### config.mk
export PLATFORM = sky130hd
export DESIGN_NAME = tcp_bus_arbiter_flat
export DESIGN_NICKNAME = d
export VERILOG_FILES = /design/src/rtl/tcp_bus_if.sv /design/src/rtl/tcp_bus_arbiter.sv /design/src/flat_wrapper.sv
export SDC_FILE = /design/constraint.sdc
export NUM_CORES = 1
export LEC_CHECK = 0
export CORE_AREA = 2 2 394 396
export CTS_CLUSTER_SIZE = 16
export DETAILED_ROUTE_END_ITERATION = 16
export DIE_AREA = 0 0 396 398
export MAX_ROUTING_LAYER = met4
export PLACE_DENSITY = 0.3
export SLEW_MARGIN = 0
export SYNTH_ARGS = -nofsm -noshare
export SYNTH_HDL_FRONTEND = slang
export SYNTH_SLANG_ARGS = --single-unit
### constraint.sdc
create_clock -name clk -period 3.77 [get_ports clk]
set_clock_uncertainty 0.15 [all_clocks]
set_input_delay 0.377 -clock clk [delete_from_list [all_inputs] [get_ports clk]]
set_output_delay 0.377 -clock clk [all_outputs]
set_load 0.02 [all_outputs]
### src/rtl/tcp_bus_if.sv
// tcpBus command/data/response bundle shared by requesters and the AXI4 bridge port.
// The master modport issues commands and write beats; the slave modport answers them.
interface tcp_bus_if #(
  parameter int unsigned DATA_W = 128
);
  logic              cmd_valid;
  logic              cmd_ready;
  logic              cmd_write;
  logic [31:0]       cmd_addr;
  logic [31:0]       cmd_size;
  logic              wdata_valid;
  logic              wdata_ready;
  logic              wdata_last;
  logic [DATA_W-1:0] wdata_fragment;
  logic              rdata_valid;
  logic              rdata_ready;
  logic              rdata_last;
  logic [DATA_W-1:0] rdata_fragment;
  logic              rsp_valid;
  logic [1:0]        rsp_payload;

  modport master (
    output cmd_valid, cmd_write, cmd_addr, cmd_size,
    output wdata_valid, wdata_last, wdata_fragment, rdata_ready,
    input  cmd_ready, wdata_ready, rdata_valid, rdata_last, rdata_fragment,
    input  rsp_valid, rsp_payload
  );

  modport slave (
    input  cmd_valid, cmd_write, cmd_addr, cmd_size,
    input  wdata_valid, wdata_last, wdata_fragment, rdata_ready,
    output cmd_ready, wdata_ready, rdata_valid, rdata_last, rdata_fragment,
    output rsp_valid, rsp_payload
  );
endinterface

### src/rtl/tcp_bus_arbiter.sv
// Two-port round-robin arbiter sharing one tcpBus port, granting whole transactions,
// forcing the burst length from the byte size and flagging protocol violations.
module tcp_bus_arbiter #(
  parameter int unsigned DATA_BYTES = 16,
  parameter int unsigned DATA_W     = 8 * DATA_BYTES
) (
  input  logic       clk,
  input  logic       rst_n,
  tcp_bus_if.slave   s0,
  tcp_bus_if.slave   s1,
  tcp_bus_if.master  m,
  output logic [1:0] o_grant,
  output logic       o_protocol_error
);
  localparam int unsigned LOG2_BYTES = $clog2(DATA_BYTES);
  localparam int unsigned CNT_W      = 33;

  typedef enum logic [1:0] {S_IDLE, S_CMD, S_DATA, S_RESP} state_t;

  state_t             r_state, w_state_nxt;
  logic [1:0]         r_grant, w_grant_nxt;
  logic               r_last_s1, w_last_s1_nxt;
  logic [CNT_W-1:0]   r_beats_left, w_beats_nxt;
  logic               r_rsp_seen, w_rsp_seen_nxt;
  logic               r_perr, w_perr_nxt;
  logic               r_write, w_write_nxt;
  logic               w_data_done;

  logic               w_pick_s1;
  logic [31:0]        w_pick_size;
  logic [CNT_W-1:0]   w_beats_raw, w_pick_beats;
  logic               w_last_beat;

  logic               w_own_s1;
  logic               w_own_cmd_valid, w_own_cmd_write;
  logic [31:0]        w_own_cmd_addr, w_own_cmd_size;
  logic               w_own_wdata_valid, w_own_wdata_last, w_own_rdata_ready;
  logic [DATA_W-1:0]  w_own_wdata_fragment;

  logic               w_to_cmd_ready, w_to_wdata_ready, w_to_rdata_valid;
  logic               w_to_rdata_last, w_to_rsp_valid;
  logic [DATA_W-1:0]  w_to_rdata_fragment;
  logic [1:0]         w_to_rsp_payload;

  // Tie goes to the port that was not granted last.
  assign w_pick_s1    = s1.cmd_valid && (!s0.cmd_valid || !r_last_s1);
  assign w_pick_size  = w_pick_s1 ? s1.cmd_size : s0.cmd_size;
  assign w_beats_raw  = ({1'b0, w_pick_size} + CNT_W'(DATA_BYTES - 1)) >> LOG2_BYTES;
  assign w_pick_beats = (w_pick_size == 32'd0) ? CNT_W'(1) : w_beats_raw;
  assign w_last_beat  = (r_beats_left == CNT_W'(1));

  assign w_own_s1             = r_grant[1];
  assign w_own_cmd_valid      = w_own_s1 ? s1.cmd_valid      : s0.cmd_valid;
  assign w_own_cmd_write      = w_own_s1 ? s1.cmd_write      : s0.cmd_write;
  assign w_own_cmd_addr       = w_own_s1 ? s1.cmd_addr       : s0.cmd_addr;
  assign w_own_cmd_size       = w_own_s1 ? s1.cmd_size       : s0.cmd_size;
  assign w_own_wdata_valid    = w_own_s1 ? s1.wdata_valid    : s0.wdata_valid;
  assign w_own_wdata_last     = w_own_s1 ? s1.wdata_last     : s0.wdata_last;
  assign w_own_wdata_fragment = w_own_s1 ? s1.wdata_fragment : s0.wdata_fragment;
  assign w_own_rdata_ready    = w_own_s1 ? s1.rdata_ready    : s0.rdata_ready;

  // Owner-bound signals fan out to the granted port only; the other port sees zeros.
  assign s0.cmd_ready      = r_grant[0] & w_to_cmd_ready;
  assign s0.wdata_ready    = r_grant[0] & w_to_wdata_ready;
  assign s0.rdata_valid    = r_grant[0] & w_to_rdata_valid;
  assign s0.rdata_last     = r_grant[0] & w_to_rdata_last;
  assign s0.rdata_fragment = r_grant[0] ? w_to_rdata_fragment : {DATA_W{1'b0}};
  assign s0.rsp_valid      = r_grant[0] & w_to_rsp_valid;
  assign s0.rsp_payload    = r_grant[0] ? w_to_rsp_payload : 2'b00;
  assign s1.cmd_ready      = r_grant[1] & w_to_cmd_ready;
  assign s1.wdata_ready    = r_grant[1] & w_to_wdata_ready;
  assign s1.rdata_valid    = r_grant[1] & w_to_rdata_valid;
  assign s1.rdata_last     = r_grant[1] & w_to_rdata_last;
  assign s1.rdata_fragment = r_grant[1] ? w_to_rdata_fragment : {DATA_W{1'b0}};
  assign s1.rsp_valid      = r_grant[1] & w_to_rsp_valid;
  assign s1.rsp_payload    = r_grant[1] ? w_to_rsp_payload : 2'b00;

  assign o_grant          = r_grant;
  assign o_protocol_error = r_perr;

  always_ff @(posedge clk or negedge rst_n) begin
    if (!rst_n) begin
      r_state      <= S_IDLE;
      r_grant      <= 2'b00;
      r_last_s1    <= 1'b1;
      r_beats_left <= '0;
      r_rsp_seen   <= 1'b0;
      r_perr       <= 1'b0;
      r_write      <= 1'b0;
    end else begin
      r_state      <= w_state_nxt;
      r_grant      <= w_grant_nxt;
      r_last_s1    <= w_last_s1_nxt;
      r_beats_left <= w_beats_nxt;
      r_rsp_seen   <= w_rsp_seen_nxt;
      r_perr       <= w_perr_nxt;
      r_write      <= w_write_nxt;
    end
  end

  always_comb begin
    w_state_nxt         = r_state;
    w_grant_nxt         = r_grant;
    w_last_s1_nxt       = r_last_s1;
    w_beats_nxt         = r_beats_left;
    w_rsp_seen_nxt      = r_rsp_seen;
    w_perr_nxt          = r_perr;
    w_write_nxt         = r_write;
    w_data_done         = 1'b0;
    w_to_cmd_ready      = 1'b0;
    w_to_wdata_ready    = 1'b0;
    w_to_rdata_valid    = 1'b0;
    w_to_rdata_last     = 1'b0;
    w_to_rdata_fragment = {DATA_W{1'b0}};
    w_to_rsp_valid      = 1'b0;
    w_to_rsp_payload    = 2'b00;
    m.cmd_valid         = 1'b0;
    m.cmd_write         = 1'b0;
    m.cmd_addr          = 32'd0;
    m.cmd_size          = 32'd0;
    m.wdata_valid       = 1'b0;
    m.wdata_last        = 1'b0;
    m.wdata_fragment    = {DATA_W{1'b0}};
    m.rdata_ready       = 1'b0;

    // Only the first response of an active transaction reaches the owner.
    if (m.rsp_valid) begin
      if (r_state == S_IDLE || r_rsp_seen) begin
        w_perr_nxt = 1'b1;
      end else begin
        w_to_rsp_valid   = 1'b1;
        w_to_rsp_payload = m.rsp_payload;
        w_rsp_seen_nxt   = 1'b1;
      end
    end

    case (r_state)
      S_IDLE: begin
        if (s0.cmd_valid || s1.cmd_valid) begin
          w_grant_nxt = w_pick_s1 ? 2'b10 : 2'b01;
          w_beats_nxt = w_pick_beats;
          w_write_nxt = w_pick_s1 ? s1.cmd_write : s0.cmd_write;
          w_state_nxt = S_CMD;
        end
      end
      S_CMD: begin
        m.cmd_valid    = w_own_cmd_valid;
        m.cmd_write    = w_own_cmd_write;
        m.cmd_addr     = w_own_cmd_addr;
        m.cmd_size     = w_own_cmd_size;
        w_to_cmd_ready = m.cmd_ready;
        if (w_own_cmd_valid && m.cmd_ready) w_state_nxt = S_DATA;
      end
      S_DATA: begin
        if (r_write) begin
          m.wdata_valid    = w_own_wdata_valid;
          m.wdata_last     = w_last_beat;
          m.wdata_fragment = w_own_wdata_fragment;
          w_to_wdata_ready = m.wdata_ready;
          if (w_own_wdata_valid && m.wdata_ready) begin
            w_beats_nxt = r_beats_left - CNT_W'(1);
            if (w_own_wdata_last != w_last_beat) w_perr_nxt = 1'b1;
            w_data_done = w_last_beat;
          end
        end else begin
          m.rdata_ready       = w_own_rdata_ready;
          w_to_rdata_valid    = m.rdata_valid;
          w_to_rdata_last     = m.rdata_last;
          w_to_rdata_fragment = m.rdata_fragment;
          if (m.rdata_valid && w_own_rdata_ready) begin
            if (r_beats_left != '0) w_beats_nxt = r_beats_left - CNT_W'(1);
            if (m.rdata_last) begin
              if (!w_last_beat) w_perr_nxt = 1'b1;
              w_data_done = 1'b1;
            end
          end
        end
        if (w_data_done) w_state_nxt = w_rsp_seen_nxt ? S_IDLE : S_RESP;
      end
      S_RESP: begin
        if (w_rsp_seen_nxt) w_state_nxt = S_IDLE;
      end
      default: w_state_nxt = S_IDLE;
    endcase

    if (r_state != S_IDLE && w_state_nxt == S_IDLE) begin
      w_grant_nxt    = 2'b00;
      w_last_s1_nxt  = r_grant[1];
      w_rsp_seen_nxt = 1'b0;
    end
  end
endmodule

### src/flat_wrapper.sv
// flat-port wrapper written by rule: the top's interface ports become plain ports
module tcp_bus_arbiter_flat 
#(
  parameter int unsigned DATA_BYTES = 16,
  parameter int unsigned DATA_W     = 8 * DATA_BYTES
)
  (clk, rst_n, o_grant, o_protocol_error, s0_cmd_valid, s0_cmd_write, s0_cmd_addr, s0_cmd_size, s0_wdata_valid, s0_wdata_last, s0_wdata_fragment, s0_rdata_ready, s0_cmd_ready, s0_wdata_ready, s0_rdata_valid, s0_rdata_last, s0_rdata_fragment, s0_rsp_valid, s0_rsp_payload, s1_cmd_valid, s1_cmd_write, s1_cmd_addr, s1_cmd_size, s1_wdata_valid, s1_wdata_last, s1_wdata_fragment, s1_rdata_ready, s1_cmd_ready, s1_wdata_ready, s1_rdata_valid, s1_rdata_last, s1_rdata_fragment, s1_rsp_valid, s1_rsp_payload, m_cmd_valid, m_cmd_write, m_cmd_addr, m_cmd_size, m_wdata_valid, m_wdata_last, m_wdata_fragment, m_rdata_ready, m_cmd_ready, m_wdata_ready, m_rdata_valid, m_rdata_last, m_rdata_fragment, m_rsp_valid, m_rsp_payload);
  tcp_bus_if #(.DATA_W(DATA_W)) s0_i ();
  tcp_bus_if #(.DATA_W(DATA_W)) s1_i ();
  tcp_bus_if #(.DATA_W(DATA_W)) m_i ();
  input  logic clk;
  input  logic rst_n;
  output logic [1:0] o_grant;
  output logic o_protocol_error;
  input wire logic [$bits(s0_i.cmd_valid)-1:0] s0_cmd_valid;
  input wire logic [$bits(s0_i.cmd_write)-1:0] s0_cmd_write;
  input wire logic [$bits(s0_i.cmd_addr)-1:0] s0_cmd_addr;
  input wire logic [$bits(s0_i.cmd_size)-1:0] s0_cmd_size;
  input wire logic [$bits(s0_i.wdata_valid)-1:0] s0_wdata_valid;
  input wire logic [$bits(s0_i.wdata_last)-1:0] s0_wdata_last;
  input wire logic [$bits(s0_i.wdata_fragment)-1:0] s0_wdata_fragment;
  input wire logic [$bits(s0_i.rdata_ready)-1:0] s0_rdata_ready;
  output wire logic [$bits(s0_i.cmd_ready)-1:0] s0_cmd_ready;
  output wire logic [$bits(s0_i.wdata_ready)-1:0] s0_wdata_ready;
  output wire logic [$bits(s0_i.rdata_valid)-1:0] s0_rdata_valid;
  output wire logic [$bits(s0_i.rdata_last)-1:0] s0_rdata_last;
  output wire logic [$bits(s0_i.rdata_fragment)-1:0] s0_rdata_fragment;
  output wire logic [$bits(s0_i.rsp_valid)-1:0] s0_rsp_valid;
  output wire logic [$bits(s0_i.rsp_payload)-1:0] s0_rsp_payload;
  input wire logic [$bits(s1_i.cmd_valid)-1:0] s1_cmd_valid;
  input wire logic [$bits(s1_i.cmd_write)-1:0] s1_cmd_write;
  input wire logic [$bits(s1_i.cmd_addr)-1:0] s1_cmd_addr;
  input wire logic [$bits(s1_i.cmd_size)-1:0] s1_cmd_size;
  input wire logic [$bits(s1_i.wdata_valid)-1:0] s1_wdata_valid;
  input wire logic [$bits(s1_i.wdata_last)-1:0] s1_wdata_last;
  input wire logic [$bits(s1_i.wdata_fragment)-1:0] s1_wdata_fragment;
  input wire logic [$bits(s1_i.rdata_ready)-1:0] s1_rdata_ready;
  output wire logic [$bits(s1_i.cmd_ready)-1:0] s1_cmd_ready;
  output wire logic [$bits(s1_i.wdata_ready)-1:0] s1_wdata_ready;
  output wire logic [$bits(s1_i.rdata_valid)-1:0] s1_rdata_valid;
  output wire logic [$bits(s1_i.rdata_last)-1:0] s1_rdata_last;
  output wire logic [$bits(s1_i.rdata_fragment)-1:0] s1_rdata_fragment;
  output wire logic [$bits(s1_i.rsp_valid)-1:0] s1_rsp_valid;
  output wire logic [$bits(s1_i.rsp_payload)-1:0] s1_rsp_payload;
  output wire logic [$bits(m_i.cmd_valid)-1:0] m_cmd_valid;
  output wire logic [$bits(m_i.cmd_write)-1:0] m_cmd_write;
  output wire logic [$bits(m_i.cmd_addr)-1:0] m_cmd_addr;
  output wire logic [$bits(m_i.cmd_size)-1:0] m_cmd_size;
  output wire logic [$bits(m_i.wdata_valid)-1:0] m_wdata_valid;
  output wire logic [$bits(m_i.wdata_last)-1:0] m_wdata_last;
  output wire logic [$bits(m_i.wdata_fragment)-1:0] m_wdata_fragment;
  output wire logic [$bits(m_i.rdata_ready)-1:0] m_rdata_ready;
  input wire logic [$bits(m_i.cmd_ready)-1:0] m_cmd_ready;
  input wire logic [$bits(m_i.wdata_ready)-1:0] m_wdata_ready;
  input wire logic [$bits(m_i.rdata_valid)-1:0] m_rdata_valid;
  input wire logic [$bits(m_i.rdata_last)-1:0] m_rdata_last;
  input wire logic [$bits(m_i.rdata_fragment)-1:0] m_rdata_fragment;
  input wire logic [$bits(m_i.rsp_valid)-1:0] m_rsp_valid;
  input wire logic [$bits(m_i.rsp_payload)-1:0] m_rsp_payload;
  assign s0_i.cmd_valid = s0_cmd_valid;
  assign s0_i.cmd_write = s0_cmd_write;
  assign s0_i.cmd_addr = s0_cmd_addr;
  assign s0_i.cmd_size = s0_cmd_size;
  assign s0_i.wdata_valid = s0_wdata_valid;
  assign s0_i.wdata_last = s0_wdata_last;
  assign s0_i.wdata_fragment = s0_wdata_fragment;
  assign s0_i.rdata_ready = s0_rdata_ready;
  assign s0_cmd_ready = s0_i.cmd_ready;
  assign s0_wdata_ready = s0_i.wdata_ready;
  assign s0_rdata_valid = s0_i.rdata_valid;
  assign s0_rdata_last = s0_i.rdata_last;
  assign s0_rdata_fragment = s0_i.rdata_fragment;
  assign s0_rsp_valid = s0_i.rsp_valid;
  assign s0_rsp_payload = s0_i.rsp_payload;
  assign s1_i.cmd_valid = s1_cmd_valid;
  assign s1_i.cmd_write = s1_cmd_write;
  assign s1_i.cmd_addr = s1_cmd_addr;
  assign s1_i.cmd_size = s1_cmd_size;
  assign s1_i.wdata_valid = s1_wdata_valid;
  assign s1_i.wdata_last = s1_wdata_last;
  assign s1_i.wdata_fragment = s1_wdata_fragment;
  assign s1_i.rdata_ready = s1_rdata_ready;
  assign s1_cmd_ready = s1_i.cmd_ready;
  assign s1_wdata_ready = s1_i.wdata_ready;
  assign s1_rdata_valid = s1_i.rdata_valid;
  assign s1_rdata_last = s1_i.rdata_last;
  assign s1_rdata_fragment = s1_i.rdata_fragment;
  assign s1_rsp_valid = s1_i.rsp_valid;
  assign s1_rsp_payload = s1_i.rsp_payload;
  assign m_cmd_valid = m_i.cmd_valid;
  assign m_cmd_write = m_i.cmd_write;
  assign m_cmd_addr = m_i.cmd_addr;
  assign m_cmd_size = m_i.cmd_size;
  assign m_wdata_valid = m_i.wdata_valid;
  assign m_wdata_last = m_i.wdata_last;
  assign m_wdata_fragment = m_i.wdata_fragment;
  assign m_rdata_ready = m_i.rdata_ready;
  assign m_i.cmd_ready = m_cmd_ready;
  assign m_i.wdata_ready = m_wdata_ready;
  assign m_i.rdata_valid = m_rdata_valid;
  assign m_i.rdata_last = m_rdata_last;
  assign m_i.rdata_fragment = m_rdata_fragment;
  assign m_i.rsp_valid = m_rsp_valid;
  assign m_i.rsp_payload = m_rsp_payload;
  tcp_bus_arbiter #(.DATA_BYTES(DATA_BYTES), .DATA_W(DATA_W)) u_core (.clk(clk), .rst_n(rst_n), .s0(s0_i), .s1(s1_i), .m(m_i), .o_grant(o_grant), .o_protocol_error(o_protocol_error));
endmodule
-- Yosys cells after proc, flatten, opt, wreduce, memory -nomap -nowiden
Index checks and enable logic that the tools add are counted.
- register bits after elaboration: 41
- bits of input ports: 531
- output and inout port bits: 470
- logic and storage cells: 122
- add/sub/neg operators: 2
- equal/unequal tests: 9
- multiplexer cells: 73
- bitwise logic cells: 10
- reductions and logical operators: 21
- operators with widths (operator ; count):
    $mux 128 ; 7
    $mux 33 ; 5
    $mux 32 ; 5
    $pmux 33 s2 ; 1
    $mux 1 ; 40
    $add 32x4->33 const B ; 1
    $eq 33x1->1 const B ; 1
    $reduce_bool 33->1 ; 1
    $sub 33x1->33 const B ; 1
    $logic_not 32->1 ; 1
    $mux 29 ; 1
    $mux 2 ; 13
    $and 1x1->1 ; 10
    $pmux 2 s4 ; 1
    $reduce_bool 2->1 ; 4
    $ne 3x1->1 const B ; 2
    $logic_and 1x1->1 ; 5
    $reduce_and 5->1 ; 1
    $eq 2x2->1 const B ; 2
    $logic_not 2->1 ; 2
    $reduce_and 2->1 ; 2
    $logic_or 1x1->1 ; 3
    $ne 3x3->1 const B ; 1
    $eq 2x1->1 const B ; 1
    other kinds (3) ; 4

-- Depth between registers and ports, before layout
- depth after elaboration: 11
- mapped depth: 10

-- Worst setup path before layout
No wires, ideal clock.
- path kind: register to register
- start point: register u_core.r_last_s1
- end point: register u_core.r_beats_left[21]
- setup time: 144 ps
- arrival: 2355 ps
- required time: 3476 ps
- slack: 1121 ps
- cell stages (with the launch flop): 8
- buffers on the path: 0
- cell sequence: dfstp_2 -> a21boi_2 -> or4b_1 -> a211o_4 -> nor3_2 -> a21bo_2 -> xnor2_1 -> o221ai_1
- longest elaborated chain between the ends: 8
- elaborated cells on any way between the ends: 9
- those cells by class: add/sub: 1; mux: 4; reduce/logical: 4
- ends and longest elaborated chain (what ; line ; source):
    start: declaration ; tcp_bus_arbiter.sv:22 ; logic r_last_s1, w_last_s1_nxt;
    start signal: assignment ; tcp_bus_arbiter.sv:93 ; r_last_s1 <= w_last_s1_nxt;
    $logic_not 1->1 (*) ; tcp_bus_arbiter.sv:46 ; assign w_pick_s1 = s1.cmd_valid && (!s0.cmd_valid || !r_last_s1);
    $logic_or 1x1->1 (*) ; tcp_bus_arbiter.sv:46 ;
    $logic_and 1x1->1 (*) ; tcp_bus_arbiter.sv:46 ;
    $mux 32 (*) ; tcp_bus_arbiter.sv:47 ; assign w_pick_size = w_pick_s1 ? s1.cmd_size : s0.cmd_size;
    $add 32x4->33 / $logic_not 32->1 (equally long branches) ; tcp_bus_arbiter.sv:48, tcp_bus_arbiter.sv:49 ;
    $mux 29 (*) ; tcp_bus_arbiter.sv:49 ; assign w_pick_beats = (w_pick_size == 32'd0) ? CNT_W'(1) : w_beats_raw;
    $mux 33 (*) ; tcp_bus_arbiter.sv:139 ; if (s0.cmd_valid || s1.cmd_valid) begin
    $pmux 33 s2 (*) ; tcp_bus_arbiter.sv:137 ; case (r_state)
    end signal: assignment ; tcp_bus_arbiter.sv:94 ; r_beats_left <= w_beats_nxt;
    end: declaration ; tcp_bus_arbiter.sv:23 ; logic [CNT_W-1:0] r_beats_left, w_beats_nxt;
Every way passes the cells marked *; elsewhere a longest branch is shown, timed or not. The select of a mux whose other input is x is not followed.
A chain may end at the register's enable or synchronous reset.

-- Final worst setup path
- start point: register u_core.r_write
- end point: output s0_rdata_fragment[16]
- longest elaborated chain between the ends: 3
- ends and longest elaborated chain (what ; line ; source):
    start: declaration ; tcp_bus_arbiter.sv:26 ; logic r_write, w_write_nxt;
    start signal: assignment ; tcp_bus_arbiter.sv:97 ; r_write <= w_write_nxt;
    $mux 128 ; tcp_bus_arbiter.sv:155 ; if (r_write) begin
    $mux 128 ; tcp_bus_arbiter.sv:137 ;
    $mux 128 ; tcp_bus_arbiter.sv:67 ; assign s0.rdata_fragment = r_grant[0] ? w_to_rdata_fragment : {DATA_W{1'b0}};
    end: declaration ; flat_wrapper.sv:27 ; output wire logic [$bits(s0_i.rdata_fragment)-1:0] s0_rdata_fragment;
Every way passes these cells.

==> results.json <==
{
  "vias": 14591,
  "portBuffers": 1000,
  "worst-path-buf-inv": 4,
  "cp-start-kind": "flip-flop",
  "gp_congestion": 0.887,
  "finalHoldViolations": 0,
  "drc": 0,
  "synth_top_family_by_area": "simple AND/OR/NAND/NOR gates",
  "fmax_mhz": 291,
  "drive_gt1_frac": 0.107,
  "leakagePower_uw": 0.00867,
  "synth_xor_area_frac": 0.0315,
  "initial_core_util": 0.0563,
  "slew_headroom": 0.363,
  "path_class": "flip-flop to output pin",
  "cp-end-kind": "output pin",
  "grt_max_degree": 110,
  "finalCritPeriodShare": 0.911,
  "critical_path.top_delay_family": "buffers and inverters",
  "cpMostUsedCell": "buf_12",
  "powerDensity_nw_per_um2": 417,
  "postRouteAntennaNets": 0,
  "tightest_slew_ns": 0.956,
  "path_max_fanout": 99,
  "crit_slowest_cell": "clkdlybuf4s50_1",
  "area_growth_pct": 161,
  "wirelength_um": 148000,
  "netlist_instances": 1270,
  "cts_made_buffers": 5,
  "die_area_um2": 158000,
  "setup_viol": 0,
  "ys_types": 71,
  "dieWidth_um": 396,
  "grt_overflow": 0,
  "crit_required_ns": 3.24,
  "wire_per_inst_um": 34.3,
  "die-height_um": 398,
  "cts_resized": 0,
  "synth-seq-cells": 41,
  "clkLatencyLatePin_ns": 0.31,
  "clkTransAtPathRegs_ns": 0.07,
  "synth_compound_area_frac": 0.102,
  "io_pins": 1001,
  "htreeDepth": 2,
  "first_iter_violations": 1088,
  "num_rows": 144,
  "synth_edf_count": 0,
  "via_per_inst": 3.38,
  "syn_avg_cell_area_um2": 6.80,
  "coreArea_um2": 153000,
  "ys.flop_type": "dfrtp_1",
  "final.fill_count": 17577,
  "track_usage": 0.183,
  "outcome": "completed",
  "async_flop_share": 1.00,
  "dp_hpwl_um": 134000,
  "holdCritPathClass": "input port to asynchronous set/reset pin",
  "synth_warnings": 0,
  "ys_seq_area_frac": 0.119,
  "root_buffer": "clkbuf_16",
  "antenna_found_initial": 176,
  "maxCapViolations": 0,
  "utilization": 0.147,
  "synthAdderAreaFrac": 0.00435,
  "cts_tree": "yes",
  "rsz0062_at_grt": "no",
  "synth-simple-area-share": 0.423,
  "syn-num-nets": 1804,
  "cts_setup_buffers": 0,
  "synth.area.mux_share": 0.258,
  "min_period_ns": 3.44,
  "cts_hold_buf": 0,
  "grt_pass1_vias": 14230,
  "clock-sinks": 41,
  "grt_pass1_wl_um": 177000,
  "ir_worst_vdd_mv": 0.337,
  "finalSetupTns_ns": 0,
  "cts_max_path_buffers": 2,
  "dr.pass1.iters": 5,
  "worstPathCellList": "buf_4 -> nor2_4 -> buf_12 -> buf_12 -> and3_1 -> clkdlybuf4s50_1",
  "drv_slew": 0,
  "nNetsFinal": 2743,
  "crit_arrival_ns": 2.91,
  "cpPeakStageDelay_ns": 0.68,
  "netlist_area_um2": 8630
}
-- cells in the mapped netlist, types with 3 or more instances --
| cell type | number | area [µm²] |
|---|---|---|
| a21oi_1 | 29 | 145 |
| nand4_1 | 6 | 37.5 |
| nor2b_1 | 4 | 25.0 |
| o221ai_1 | 4 | 35.0 |
| clkbuf_1 | 100 | 375 |
| o21ai_0 | 32 | 160 |
| o311ai_1 | 3 | 26.3 |
| nor3_1 | 26 | 130 |
| or3_1 | 6 | 37.5 |
| buf_1 | 20 | 75.1 |
| o21a_1 | 3 | 22.5 |
| mux2_2 | 3 | 33.8 |
| nor4b_1 | 4 | 35.0 |
| and3_1 | 271 | 1700 |
| xnor2_1 | 18 | 158 |
| and2_1 | 8 | 50.1 |
| and4_1 | 3 | 26.3 |
| a22oi_1 | 5 | 37.5 |
| ha_1 | 3 | 37.5 |
| nand2b_1 | 5 | 31.3 |
| o21ai_1 | 17 | 85.1 |
| or4_1 | 8 | 60.1 |
| nor3b_1 | 3 | 22.5 |
| o22ai_1 | 4 | 25.0 |
| dfrtp_1 | 40 | 1000 |
| mux2i_1 | 219 | 2190 |
| a31oi_1 | 4 | 25.0 |
| nand3_1 | 23 | 115 |
| xor2_1 | 13 | 114 |
| nand2_1 | 61 | 229 |
| nor2_1 | 233 | 875 |
| inv_1 | 11 | 41.3 |
| buf_2 | 5 | 25.0 |
| nor4_1 | 28 | 175 |
-- layout make-up --
cell class                 count  area, µm²  area share
timing repair buffer        1059      11500       0.510
multi-input combinational   1091       7100       0.315
tap                         2044       2560       0.114
sequential                    41       1030      0.0460
antenna                       64        160     0.00711
clock buffer                   6        129     0.00572
inverter                      11       41.3     0.00183
clock inverter                 2       10.0    0.000445
-- per-layer routing --
metal,global-route usage,routed length (µm)
met1,0.190,55400
met2,0.292,68700
met3,0.0939,16900
met4,0.0707,7080
met5,-,0
-- cell usage in the layout (no fill, tap or decap), types with 6 or more instances in the layout --
cell             Yosys  layout
xor2_1              13      13
buf_12               0     111
o21ai_0             32      32
nand2_1             61      60
or3_1                6       6
o21ai_1             17      17
inv_1               11      11
mux2i_1            219     219
buf_4                1      90
diode_2              0      64
nor2_1             233     232
and3_1             271     271
nand4_1              6       6
clkdlybuf4s50_1      0     857
nor4_1              28      28
nor3_1              26      26
or4_1                8       8
nand3_1             23      23
and2_1               8       8
dfrtp_1             40      38
a21oi_1             29      29
xnor2_1             18      18
-- cell families (layout without fill, tap and decap cells) --
logic type                 Yosys count  in the layout
xor gates and xnor gates            31             31
other                                0             64
adders and majority gates            3              3
DFF                                 41             41
AOI/OAI and AO/OA                  134            134
muxes                              222            222
buffers and inverters              138           1078
and+or+nand+nor                    701            701
-- final timing paths --
| check | from | end | slack (ns) | cells after the start |
|---|---|---|---|---|
| worst max-delay path | u_core.r_write$_DFFE_PN0P_ | s0_rdata_fragment[16] | 0.33 | 6 |
| worst min-delay path | rst_n | u_core.r_beats_left[21]$_DFFE_PN0P_ | 0.06 | 1 |
| worst max register to register | u_core.o_grant[1]$_DFFE_PN0P_ | u_core.r_beats_left[22]$_DFFE_PN0P_ | 0.54 | 7 |
| worst min register to register | u_core.o_protocol_error$_DFF_PN0_ | u_core.o_protocol_error$_DFF_PN0_ | 0.34 | 1 |
| max in group asynchronous | rst_n | u_core.r_beats_left[15]$_DFFE_PN0P_ | 2.67 | 2 |
| min in group clk | u_core.o_protocol_error$_DFF_PN0_ | u_core.o_protocol_error$_DFF_PN0_ | 0.34 | 1 |
-- flip-flops by register name, indices dropped and copies added, names as in the netlist --
| signal | flops |
|---|---|
| u_core.r_beats_left | 33 |
| u_core.o_grant | 2 |
| u_core.r_state | 2 |
| u_core.o_protocol_error | 1 |
| u_core.r_last_s1 | 1 |
| u_core.r_rsp_seen | 1 |
| u_core.r_write | 1 |
-- metrics by stage --
step           hold slack (ns)  area (µm²)  setup slack [ns]  std cells  total power [µW]
3_3_place_gp             0.319       22200             0.266       4246              9020
5_1_grt                  0.109       22500             0.293       4314              9940
6_report                0.0594       22500             0.334       4318              9390
4_1_cts                  0.100       22400             0.352       4254              9470
3_5_place_dp             0.326       22200             0.231       4246              8960
2_1_floorplan          -0.0686        8630              1.12       1270              4570
-- report_power, final --
group	switching, µW	total [µW]	leakage, µW	internal [µW]
Sequential	403	1040	0.000495	637
Combinational	4560	7890	0.00810	3320
Clock	217	462	0.0000710	245
Total	5180	9390	0.00867	4210
Note: power is estimated with default switching activity, not from simulation.
